## config.mk

```make
export PLATFORM = sky130hd
export DESIGN_NAME = mux_rr_arbiter
export DESIGN_NICKNAME = d
export VERILOG_FILES = /design/src/rtl/mux_rr_arbiter.sv
export SDC_FILE = /design/constraint.sdc
export NUM_CORES = 1
export LEC_CHECK = 0
export CAP_MARGIN = 0
export CORE_MARGIN = 10
export CORE_UTILIZATION = 49
export CTS_BUF_LIST = sky130_fd_sc_hd__clkbuf_8
export DETAILED_ROUTE_END_ITERATION = 10
export GPL_TIMING_DRIVEN = 0
export PLACE_DENSITY = 0.83
export SYNTH_ARGS = -nofsm -noshare
export SYNTH_HDL_FRONTEND = slang
export SYNTH_SLANG_ARGS = --single-unit
```

## constraint.sdc

```tcl
create_clock -name CLK -period 5.2 [get_ports CLK]
set_input_delay 1.04 -clock CLK [delete_from_list [all_inputs] [get_ports CLK]]
set_output_delay 1.04 -clock CLK [all_outputs]
set_load 0.02 [all_outputs]
```

## src/rtl/mux_rr_arbiter.sv

```systemverilog
// Round-robin arbiter for an 8:1 W-bit select datapath with a registered, valid/ready output.
// Optional grant abandonment on downstream stall: define MUXARB_TIMEOUT_EN.
module mux_rr_arbiter #(
    parameter int W       = 4,
    parameter int TIMEOUT = 15
) (
    input  logic           CLK,
    input  logic           RST,
    input  logic [7:0]     REQ,
    input  logic [8*W-1:0] DIN,
    input  logic           RDY,
    output logic           VLD,
    output logic [7:0]     GNT,
    output logic [2:0]     SEL,
    output logic [W-1:0]   O
`ifdef MUXARB_TIMEOUT_EN
    ,
    output logic           TOUT
`endif
);

    if (TIMEOUT < 2 || TIMEOUT > 255) begin : g_bad_timeout
        $error("mux_rr_arbiter: TIMEOUT must be in 2..255");
    end

    typedef enum logic {
        IDLE = 1'b0,
        BUSY = 1'b1
    } state_t;

    state_t     state;
    logic [2:0] ptr;
    logic       any_req;
    logic [2:0] win;
    logic [2:0] idx;
    logic       release_grant;
    logic       timeout_hit;

`ifdef MUXARB_TIMEOUT_EN
    logic [7:0] stall_cnt;
    assign timeout_hit = (state == BUSY) && !RDY && (stall_cnt == 8'(TIMEOUT - 1));
`else
    assign timeout_hit = 1'b0;
`endif

    // Search REQ starting at ptr; the 3-bit sum wraps modulo 8 on its own.
    always_comb begin
        any_req = 1'b0;
        win     = '0;
        idx     = '0;
        for (int unsigned k = 0; k < 8; k++) begin
            idx = ptr + 3'(k);
            if (!any_req && REQ[idx]) begin
                any_req = 1'b1;
                win     = idx;
            end
        end
    end

    // Idle, handshake and abandonment all re-arbitrate identically.
    assign release_grant = (state == IDLE) || RDY || timeout_hit;

    always_ff @(posedge CLK) begin
        if (RST) begin
            state <= IDLE;
            VLD   <= 1'b0;
            GNT   <= '0;
            SEL   <= '0;
            O     <= '0;
            ptr   <= '0;
`ifdef MUXARB_TIMEOUT_EN
            stall_cnt <= '0;
            TOUT      <= 1'b0;
`endif
        end else begin
`ifdef MUXARB_TIMEOUT_EN
            TOUT <= timeout_hit;
`endif
            if (release_grant) begin
                if (any_req) begin
                    state <= BUSY;
                    VLD   <= 1'b1;
                    GNT   <= 8'b1 << win;
                    SEL   <= win;
                    O     <= DIN[win*W +: W];
                    ptr   <= win + 3'd1;
`ifdef MUXARB_TIMEOUT_EN
                    stall_cnt <= '0;
`endif
                end else begin
                    state <= IDLE;
                    VLD   <= 1'b0;
                    GNT   <= '0;
                end
            end
`ifdef MUXARB_TIMEOUT_EN
            else begin
                stall_cnt <= stall_cnt + 8'd1;
            end
`endif
        end
    end

endmodule

```

# [After elaboration in Yosys (flattened, before gate mapping)]
# Cells that the tools add are included.
[word_totals] regBits=19 inputBits=43 output_inout_bits=16 elab_cells=74
[classes] n_addsub=8 order_cmp=8 shift=2 n_mux=34 bitwise=1 n_reduce_logical=16
[ops] operator="less-than comparator 3 x 4 -> 1 bit, second input constant" count=8
[ops] operator="indexed part select 32 x 6 -> 4 bit" count=1
[ops] operator="binary-select mux 1 bit (select 3 bit)" count=8
[ops] operator="two-way mux 3 bit" count=8
[ops] operator="two-way mux 1 bit" count=17
[ops] operator="adder 3 bit, second input constant" count=4
[ops] operator="two-way mux 8 bit" count=1
[ops] operator="left shift 1 x 3 -> 8 bit, first input constant" count=1
[ops] operator="logical AND 1 bit" count=7
[ops] operator="logical NOT 1 bit" count=7
[ops] operator="adder 3 x 1 -> 3 bit, second input constant" count=2
[ops] operator="adder 3 x 2 -> 3 bit, second input constant" count=2
[ops] operator="AND reduction 2 bit" count=1
[ops] operator="logical OR 1 bit" count=1
[ops] operator="NOT 1 bit" count=1

# [Longest topological paths before layout]
# Gate-level depths: netlist of the first run.
[depth] word_depth=26 ltp_mapped=17 depth_no_buf=13

# [Least setup slack after synthesis of the first run]
# No wires, ideal clock.
[synth_path] path_kind="input port to flip-flop" start="input REQ[7]" end="register ptr[2]" setup_time_ns=0.128 t_arrival_ns=3.611 required_time_ns=5.072 setup_slack_ns=1.461 path_stages=11 n_path_buf=1 path_cell_list="mux4_2 > mux2_2 > nand2b_1 > or4b_1 > a21oi_4 > nor2_4 > buf_6 > nor2_1 > ha_1 > mux2i_1 > nor2_1"
[synth_between] elab_chain_cells=25 word_cells_on_any_way=48 cone_classes="add/sub (1); mux (32); reduce/logical (15)"
[synth_rtl] element="from (decl)" line_no="9" text="input logic [7:0] REQ,"
[synth_rtl] element="binary-select mux 1 bit (select 3 bit)" line_no="53" text="if (!any_req && REQ[idx]) begin"
[synth_rtl] element="two-way mux 1 bit (implied by the code)" line_no="53"
[synth_rtl] element="two-way mux 1 bit" line_no="53"
[synth_rtl] element="logical NOT 1 bit" line_no="53"
[synth_rtl] element="logical AND 1 bit" line_no="53"
[synth_rtl] element="two-way mux 1 bit" line_no="53"
[synth_rtl] element="logical NOT 1 bit" line_no="53"
[synth_rtl] element="logical AND 1 bit" line_no="53"
[synth_rtl] element="(+9 left out)"
[synth_rtl] element="two-way mux 1 bit" line_no="53"
[synth_rtl] element="logical NOT 1 bit" line_no="53"
[synth_rtl] element="logical AND 1 bit" line_no="53"
[synth_rtl] element="two-way mux 1 bit" line_no="53"
[synth_rtl] element="logical NOT 1 bit" line_no="53"
[synth_rtl] element="logical AND 1 bit" line_no="53"
[synth_rtl] element="two-way mux 3 bit / two-way mux 1 bit (equally long branches)" line_no="53"
[synth_rtl] element="adder 3 x 1 -> 3 bit / AND reduction 2 bit (equally long branches)"
[synth_rtl] element="to (signal assigned)" line_no="86" text="ptr <= win + 3'd1;"
[synth_rtl] element="to (decl)" line_no="32" text="logic [2:0] ptr;"
# Parallel ways exist; a longest one is shown, timed or not. The select of a mux whose other input is x is not followed.
# A chain may end at the register's enable or synchronous reset.

# [Worst setup path in the final report of the first run]
# Same ends and word-level chain as after synthesis.

==> metrics.log, run 1 <==
INFO  metric crit_path_top_delay_cell = sky130_fd_sc_hd__or4b_1
INFO  metric timing.hold.worst.class = flip-flop to flip-flop
INFO  metric timing.critical_path.buf_inv = 2
INFO  metric worst_setup_hold_path_clk_slew = about 0.070 ns
INFO  metric cts_inserted_buffers = 3
INFO  metric max_slew.worst_pin.slew = ~0.72 ns
INFO  metric routed_via_density = 5.87
INFO  metric synth-seq-area-share = 19.8%
INFO  metric synth-seq-cells = 19
INFO  metric antenna_left = 0
INFO  metric first_global_vias = between 1500 and 2000
INFO  metric synth_most_common_cell = sky130_fd_sc_hd__nor2_1
INFO  metric first_iter_violations = about 160
INFO  metric power.sequential.fraction = 11.7%
INFO  metric p_int = 1.05 mW
INFO  metric groute.usage.overall = between 15 and 20%
INFO  metric insertion_delay = about 0.26 ns
INFO  metric dieWidth = 82.5 µm
INFO  metric wire_length_of_the_first_global_routing_pass = 9180 µm
INFO  metric syn_nets = 264
INFO  metric syn_to_final_growth = 35.8%
INFO  metric postCtsSetupBuffers = 0
INFO  metric port_buffers = 58
INFO  metric overflow = 0
INFO  metric startpoint_type = input pin
INFO  metric cell_occurring_most_often_along_the_worst_timing_path = sky130_fd_sc_hd__nor2_1
INFO  metric setup_violations = 0
INFO  metric dp_hpwl = around 4600 µm
INFO  metric synth_top_area_cell = sky130_fd_sc_hd__dfxtp_1
INFO  metric cts_num_sinks = 19
INFO  metric finalSetupTns = 0 ns
INFO  metric antenna_cells = 0
INFO  metric synth_area_per_cell = ~8.8 µm²
INFO  metric tritoncts = yes
INFO  metric status = complete, no violations
INFO  metric critical_path_arrival = 4.40 ns
INFO  metric gp_routability_congestion = just under 0.9
INFO  metric met3_usage = 2.81%
INFO  metric pwr-share-comb = 83.3%
INFO  metric timing.critical_path.cells = clkdlybuf4s50_1 > mux4_2 > mux2_2 > nand2b_1 > or4b_1 > a21oi_4 > nor2_4 > buf_6 > nor2_1 > ha_1 > mux2i_1 > nor2_1
INFO  metric pin_count_of_the_biggest_net_entering_global_routing = 12
INFO  metric timing.setup.critical_path_class = input pin to flip-flop
INFO  metric period_minus_slack = between 4 and 5 ns
INFO  metric whs = 0.463 ns
INFO  metric global_route.usage.met1 = between 20 and 25%
INFO  metric instances_no_fill = about 330
INFO  metric ctsHtreeMaxLevel = 1
INFO  metric ys_top_cells_by_count = 20 x sky130_fd_sc_hd__nor2_1, 19 x sky130_fd_sc_hd__dfxtp_1, 18 x sky130_fd_sc_hd__mux2i_1
INFO  metric power.total = 2.06 mW
INFO  metric post_drt_wl_per_cell = 17.5 µm
INFO  metric clock-skew-final = roughly 0.0011 ns
INFO  metric slew_headroom = 51.9%
INFO  metric path_delay_family = simple AND/OR/NAND/NOR gates
INFO  metric starting_density = 51.6%
INFO  metric worst_ep_required_time = 5.34 ns
INFO  metric drc = 0
INFO  metric synth_top_area_share = 19.8%
INFO  metric setup.worst_path.end_class = flip-flop
INFO  metric synth_top_flop_cell = sky130_fd_sc_hd__dfxtp_1
INFO  metric fmax = ~0.23 GHz
INFO  metric floorplan.io_pins = 59
INFO  metric postCtsHoldBufs = 0
INFO  metric number_of_core_rows = 22
INFO  metric timing.final.crit_share = 82.0%
INFO  metric cellLeakagePower = 0.999 nW
INFO  metric number_of_slew_limit_violations_in_the_final_report = 0
INFO  metric synth_area = 0.00192 mm²
INFO  metric pwr_density_cell = 791 mW/mm²
INFO  metric num_vias = just under 2000
INFO  metric fin_ws = 0.935 ns
INFO  metric fp.coreArea = 0.00372 mm²
INFO  metric placedCellCount = 324
INFO  metric cts.root.buffer_cell = sky130_fd_sc_hd__clkbuf_8
INFO  metric floorplan.die_area = 0.00681 mm²
INFO  metric worst-path-max-fanout = 10
INFO  metric antenna_found_initial = 0
INFO  metric sw_frac_of_total = 49.3%
INFO  metric grt_setup_unrepaired = no
INFO  metric drive_above_1_share = 15.4%
INFO  metric max_stage_delay = 0.57 ns
INFO  metric synth.distinct_cells = 58
INFO  metric synth-warning-count = 0
INFO  metric finalHoldViolations = 0
INFO  metric max_cap_viol_count = 0
INFO  metric cts-root-to-sink-buffers = 2
INFO  metric synth.area.top_cells = sky130_fd_sc_hd__dfxtp_1 20%, sky130_fd_sc_hd__mux4_2 12%, sky130_fd_sc_hd__mux2i_1 9.4%
INFO  metric die_height = between 80 and 90 µm
INFO  metric power_frac_clock = 5.0%
INFO  metric met2_usage = between 20% and 30%
INFO  metric post-place-ws = 0.680 ns
INFO  metric synth_edf_count = 0
INFO  metric peak_ir_drop_on_the_vdd_network = 0.456 mV
INFO  metric nNetsFinal = 327
INFO  metric drt_first_pass_iters = 4
INFO  metric synthCells = 218
INFO  metric power.switching = a little over 1 mW
INFO  metric ys_async_sr_fraction = 0%
INFO  metric cts_repair_resize_count = 0
INFO  metric route.final.wire_length = 5740 µm
INFO  metric grt_most_used_layer = met2
## state kept, by name, indices dropped and copies added (netlist names)
| name | flops |
|---|---|
| state | 1 |
| ptr | 3 |
| GNT | 8 |
| O | 4 |
| SEL | 3 |
## final timing paths
kind,to,startpoint,slack [ns],cells past startpoint
worst max-delay path,ptr[2],REQ[7],0.93,12
worst min-delay path,GNT[3],GNT[3],0.46,2
worst max register to register,ptr[2],ptr[1],0.95,15
worst min register to register,GNT[3],GNT[3],0.46,2
## per-layer routing
| metal | part of all wire (%) | up-vias |
|---|---|---|
| met5 | 0 | - |
| met4 | 0.64 | 0 |
| met3 | 5.8 | 4 |
| met2 | 50 | 60 |
| met1 | 43 | 914 |
| li1 | - | 948 |
## through the flow
stage | util [%] | instance area (µm²)
finish | 70.1 | 2600
global route | 70.1 | 2600
CTS | 70.1 | 2600
detailed placement | 68.8 | 2560
global placement | 68.8 | 2560
floorplan | - | 1920
## cells in the final DEF (no fill, tap or decap), types with 6 or more instances in the layout
cell type,Yosys,routed
sky130_fd_sc_hd__nand2b_1,7,7
sky130_fd_sc_hd__mux4_2,10,10
sky130_fd_sc_hd__clkdlybuf4s50_1,0,58
sky130_fd_sc_hd__nand3_1,13,13
sky130_fd_sc_hd__dfxtp_1,19,19
sky130_fd_sc_hd__a21oi_1,13,13
sky130_fd_sc_hd__nor2_1,20,20
sky130_fd_sc_hd__o21ai_0,7,7
sky130_fd_sc_hd__inv_1,9,9
sky130_fd_sc_hd__nand2_1,13,13
sky130_fd_sc_hd__mux2i_1,18,18
sky130_fd_sc_hd__mux2_2,8,8
sky130_fd_sc_hd__clkbuf_1,6,6
## area by class of cell
type / instances / area (µm²)
Buffer: 13 / 76.3
Clock buffer: 3 / 41.3
Clock inverter: 1 / 5.00
Fill cell: 300 / 1110
Inverter: 9 / 33.8
Multi-Input combinational cell: 177 / 1430
Sequential cell: 19 / 380
Tap cell: 48 / 60.1
Timing Repair Buffer: 58 / 581
## cell families after synthesis
logic type / after synthesis / share of synthesized area, %
AND/OR/NAND/NOR: 78 / 21.7
adder cells (fa/ha/maj): 3 / 1.96
multiplexers: 38 / 27.7
XOR/XNOR: 3 / 1.76
flip-flops: 19 / 19.8
buffers and inverters: 22 / 5.74
AO/OA/AOI/OAI: 55 / 21.2
## worst reg2reg max path: stages (launching register included)
cell,delay (ns)
sky130_fd_sc_hd__dfxtp_1,0.48
sky130_fd_sc_hd__buf_2,0.29
sky130_fd_sc_hd__inv_1,0.10
sky130_fd_sc_hd__ha_1,0.36
sky130_fd_sc_hd__buf_2,0.27
sky130_fd_sc_hd__mux4_2,0.36
sky130_fd_sc_hd__mux2i_1,0.34
sky130_fd_sc_hd__nand2b_1,0.19
sky130_fd_sc_hd__or4b_1,0.57
sky130_fd_sc_hd__a21oi_4,0.27
sky130_fd_sc_hd__nor2_4,0.12
sky130_fd_sc_hd__buf_6,0.19
sky130_fd_sc_hd__nor2_1,0.13
sky130_fd_sc_hd__ha_1,0.26
sky130_fd_sc_hd__mux2i_1,0.15
sky130_fd_sc_hd__nor2_1,0.05
## power groups by stage
| stage | sequential [mW] | combinational [mW] | clock [mW] |
|---|---|---|---|
| 5_1_grt | 0.249 | 1.88 | 0.107 |
| 3_3_place_gp | 0.243 | 1.67 | 0 |
| 2_1_floorplan | 0.294 | 1.25 | 0 |
| 3_5_place_dp | 0.244 | 1.69 | 0 |
| 4_1_cts | 0.242 | 1.70 | 0.101 |
| 6_report | 0.241 | 1.72 | 0.103 |
(Power assumes the default switching activity.)
==> run 2, diff against run 1 <==
--- a/config.mk
+++ b/config.mk
@@ -7,11 +7,11 @@
 export LEC_CHECK = 0
 export CAP_MARGIN = 0
 export CORE_MARGIN = 10
-export CORE_UTILIZATION = 49
+export CORE_UTILIZATION = 44
 export CTS_BUF_LIST = sky130_fd_sc_hd__clkbuf_8
 export DETAILED_ROUTE_END_ITERATION = 10
 export GPL_TIMING_DRIVEN = 0
-export PLACE_DENSITY = 0.83
+export PLACE_DENSITY = 0.79
 export SYNTH_ARGS = -nofsm -noshare
 export SYNTH_HDL_FRONTEND = slang
 export SYNTH_SLANG_ARGS = --single-unit
==> constraint.sdc (replaced) <==
create_clock -name CLK -period 3.7 [get_ports CLK]
set_input_delay 0.74 -clock CLK [delete_from_list [all_inputs] [get_ports CLK]]
set_output_delay 0.74 -clock CLK [all_outputs]
set_load 0.02 [all_outputs]
==> run 2 against run 1 <==
Net effect:
- utilization is 1.5 points higher
- die area up 8.6%
- register-to-register slack got worse by 0.88 ns
- critical path type is now flip-flop to flip-flop
- highest routed layer unchanged
==> metrics.log, run 2 (synthesis results as in run 1) <==
INFO  metric status = complete, no violations
INFO  metric floorplan.io_pins = 59 (unchanged)
INFO  metric cts.root.buffer_cell = sky130_fd_sc_hd__clkbuf_8
INFO  metric setup_violations = 0 (unchanged)
INFO  metric num_vias = 2088 (+8.4%)
INFO  metric tritoncts = yes
INFO  metric largest_register_ff_count = 8 (unchanged)
INFO  metric first_iter_violations = 210 (+30%)
INFO  metric pin_count_of_the_biggest_net_entering_global_routing = 11 (-1)
INFO  metric timing.critical_path.buf_inv = 4 (+2)
INFO  metric crit_path_top_delay_cell = sky130_fd_sc_hd__mux4_2
INFO  metric instances_no_fill = 355 (+8.2%)
INFO  metric cts_inserted_buffers = 3 (unchanged)
INFO  metric dieWidth = 86.0 µm (+4.2%)
INFO  metric first_global_vias = 2083 (+10%)
INFO  metric postCtsHoldBufs = 0 (unchanged)
INFO  metric path_delay_family = simple AND/OR/NAND/NOR gates
INFO  metric finalHoldViolations = 0 (unchanged)
INFO  metric max_slew.worst_pin.slew = 0.532 ns (-0.187 ns)
INFO  metric worst-path-max-fanout = 10 (unchanged)
INFO  metric overflow = 0 (unchanged)
INFO  metric peak_ir_drop_on_the_vdd_network = 0.497 mV (+9.1%)
INFO  metric max_cap_viol_count = 0 (unchanged)
INFO  metric pwr_density_cell = 1180 mW/mm² (+48%)
INFO  metric gp_routability_congestion = 0.877 (about the same)
INFO  metric placedCellCount = 326 (+0.62%)
INFO  metric mostFrequentLayoutCells = 50 x sky130_fd_sc_hd__clkdlybuf4s50_1, 25 x sky130_fd_sc_hd__buf_4, 17 x sky130_fd_sc_hd__dfxtp_1, 17 x sky130_fd_sc_hd__nor2_1
INFO  metric period_minus_slack = ~3.6 ns
INFO  metric setup.reg_to_reg.worst_slack = 0.07 ns (-0.88 ns)
INFO  metric slew_headroom = 64.3% (+12 points)
INFO  metric route.final.wire_length = 6360 µm (+11%)
INFO  metric final_common_cell = sky130_fd_sc_hd__clkdlybuf4s50_1
INFO  metric timing.hold.worst.class = flip-flop to flip-flop
INFO  metric drt_first_pass_iters = 4 (unchanged)
INFO  metric antenna_found_initial = 0 (unchanged)
INFO  metric port_buffers = 58 (unchanged)
INFO  metric ctsHtreeMaxLevel = 1 (unchanged)
INFO  metric cts_num_sinks = 19 (unchanged)
INFO  metric floorplan.die_area = 0.00740 mm² (+8.6%)
INFO  metric number_of_slew_limit_violations_in_the_final_report = 0 (unchanged)
INFO  metric groute.usage.overall = 15.8% (-0.77 points)
INFO  metric fp.coreArea = 0.00412 mm² (+11%)
INFO  metric critical_path_arrival = 3.76 ns (-0.64 ns)
INFO  metric timing.final.crit_share = between 90% and 100%
INFO  metric grt_setup_unrepaired = no
INFO  metric cell_occurring_most_often_along_the_worst_timing_path = sky130_fd_sc_hd__and2_4
INFO  metric clock-skew-final = 0.00504 ns (+0.00390 ns)
INFO  metric cts-root-to-sink-buffers = 2 (unchanged)
INFO  metric startpoint_type = flip-flop
INFO  metric drive_above_1_share = 28.2% (+13 points)
INFO  metric syn_to_final_growth = 53.6%
INFO  metric power.total = 3.46 mW (+68%)
INFO  metric max_stage_delay = 0.58 ns (about the same)
INFO  metric number_of_core_rows = 23 (+4.5%)
INFO  metric antenna_cells = 0 (unchanged)
INFO  metric wire_length_of_the_first_global_routing_pass = 9870 µm (+7.6%)
INFO  metric antenna_left = 0 (unchanged)
INFO  metric nNetsFinal = 352 (+7.6%)
INFO  metric dp_hpwl = 4650 µm (+1.7%)
INFO  metric routed_via_density = 5.88 (+0.17%)
INFO  metric timing.setup.critical_path_class = flip-flop to flip-flop
INFO  metric insertion_delay = 0.26 ns (about the same)
INFO  metric drc = 0 (unchanged)
INFO  metric setup.worst_path.end_class = flip-flop
INFO  metric starting_density = 46.6% (-5.0 points)
INFO  metric worst_setup_hold_path_clk_slew = 0.07 ns (about the same)
INFO  metric post_drt_wl_per_cell = 17.9 µm (+2.3%)
INFO  metric die_height = 86.0 µm (+4.2%)
INFO  metric fmax = 0.276 GHz
INFO  metric top_register = GNT
INFO  metric top_regs = GNT: 8 flops, O: 4 flops
INFO  metric cellLeakagePower = 1.21 nW (+21%)
INFO  metric timing.critical_path.cells = buf_12 > clkinvlp_4 > ha_4 > mux4_2 > mux2i_4 > and2_4 > nand2_4 > or4_4 > and2_4 > buf_6 > buf_4 > nor2_2 > ha_1 > mux2i_1 > nor2_1
INFO  metric worst_ep_required_time = 3.83 ns (-1.51 ns)
==> run 2: through the flow <==
stage | util (%) | TNS [ns] | setup WS (ns) | instance area (µm²) | hold WS (ns)
after detailed placement | 62.2 | -6.15 | -0.573 | 2560 | 0.448
after global placement | 62.2 | -5.18 | -0.500 | 2560 | 0.445
after CTS | 67.0 | 0 | 0.00287 | 2760 | 0.461
final | 71.5 | 0 | 0.0735 | 2940 | 0.462
after global routing | 71.5 | 0 | 0.000903 | 2940 | 0.486
after floorplan | - | 0 | 0.0249 | 1920 | 0.530
==> run 2: tightest hold or removal path: stages, from the launching register on <==
cell	delay [ns]
sky130_fd_sc_hd__dfxtp_1	0.31
sky130_fd_sc_hd__nand2_1	0.05
sky130_fd_sc_hd__a21oi_1	0.05
==> run 2: what timing repair did <==
item                       4_1_cts  5_1_grt
gates resized for setup         27       18
setup buffers                    8       16
pin swaps                        1        6
setup endpoints to repair       18       13
cloned                           0        1
==> run 2: final timing paths <==
check,start,to,cells past startpoint
worst max-delay path,ptr[0],ptr[2],15
worst min-delay path,GNT[0],GNT[0],2
worst max register to register,ptr[0],ptr[2],15
worst min register to register,GNT[0],GNT[0],2
==> run 2: power by group <==
| group | internal [mW] | switching (mW) |
|---|---|---|
| Sequential | 0.293 | 0.0494 |
| Combinational | 1.47 | 1.51 |
| Clock | 0.0738 | 0.0646 |
==> run 2: area by class of cell <==
cell class / count / area [µm²]
Buffer: 13 / 105
Fill cell: 333 / 1170
Timing Repair Buffer: 82 / 769
Inverter: 9 / 37.5
Multi-Input combinational cell: 178 / 1540
Tap cell: 50 / 62.6
Sequential cell: 19 / 388
Clock buffer: 3 / 41.3
Clock inverter: 1 / 3.75
==> run 2: routing by layer <==
layer,up-vias,part of all wire [%],GRT usage (%)
li1,1003,-,-
met1,1000,42,19.5
met5,-,0,0
met3,9,6.9,2.65
met4,0,1.3,4.79
met2,76,50,27.2
==> run 3, diff against run 2 <==
--- a/config.mk
+++ b/config.mk
@@ -5,6 +5,7 @@
 export SDC_FILE = /design/constraint.sdc
 export NUM_CORES = 1
 export LEC_CHECK = 0
+export ABC_CLOCK_PERIOD_IN_PS = 3700
 export CAP_MARGIN = 0
 export CORE_MARGIN = 10
 export CORE_UTILIZATION = 44
==> results of run 3 <==
The final DEF is identical to that of run 2; final timing and power are the same.
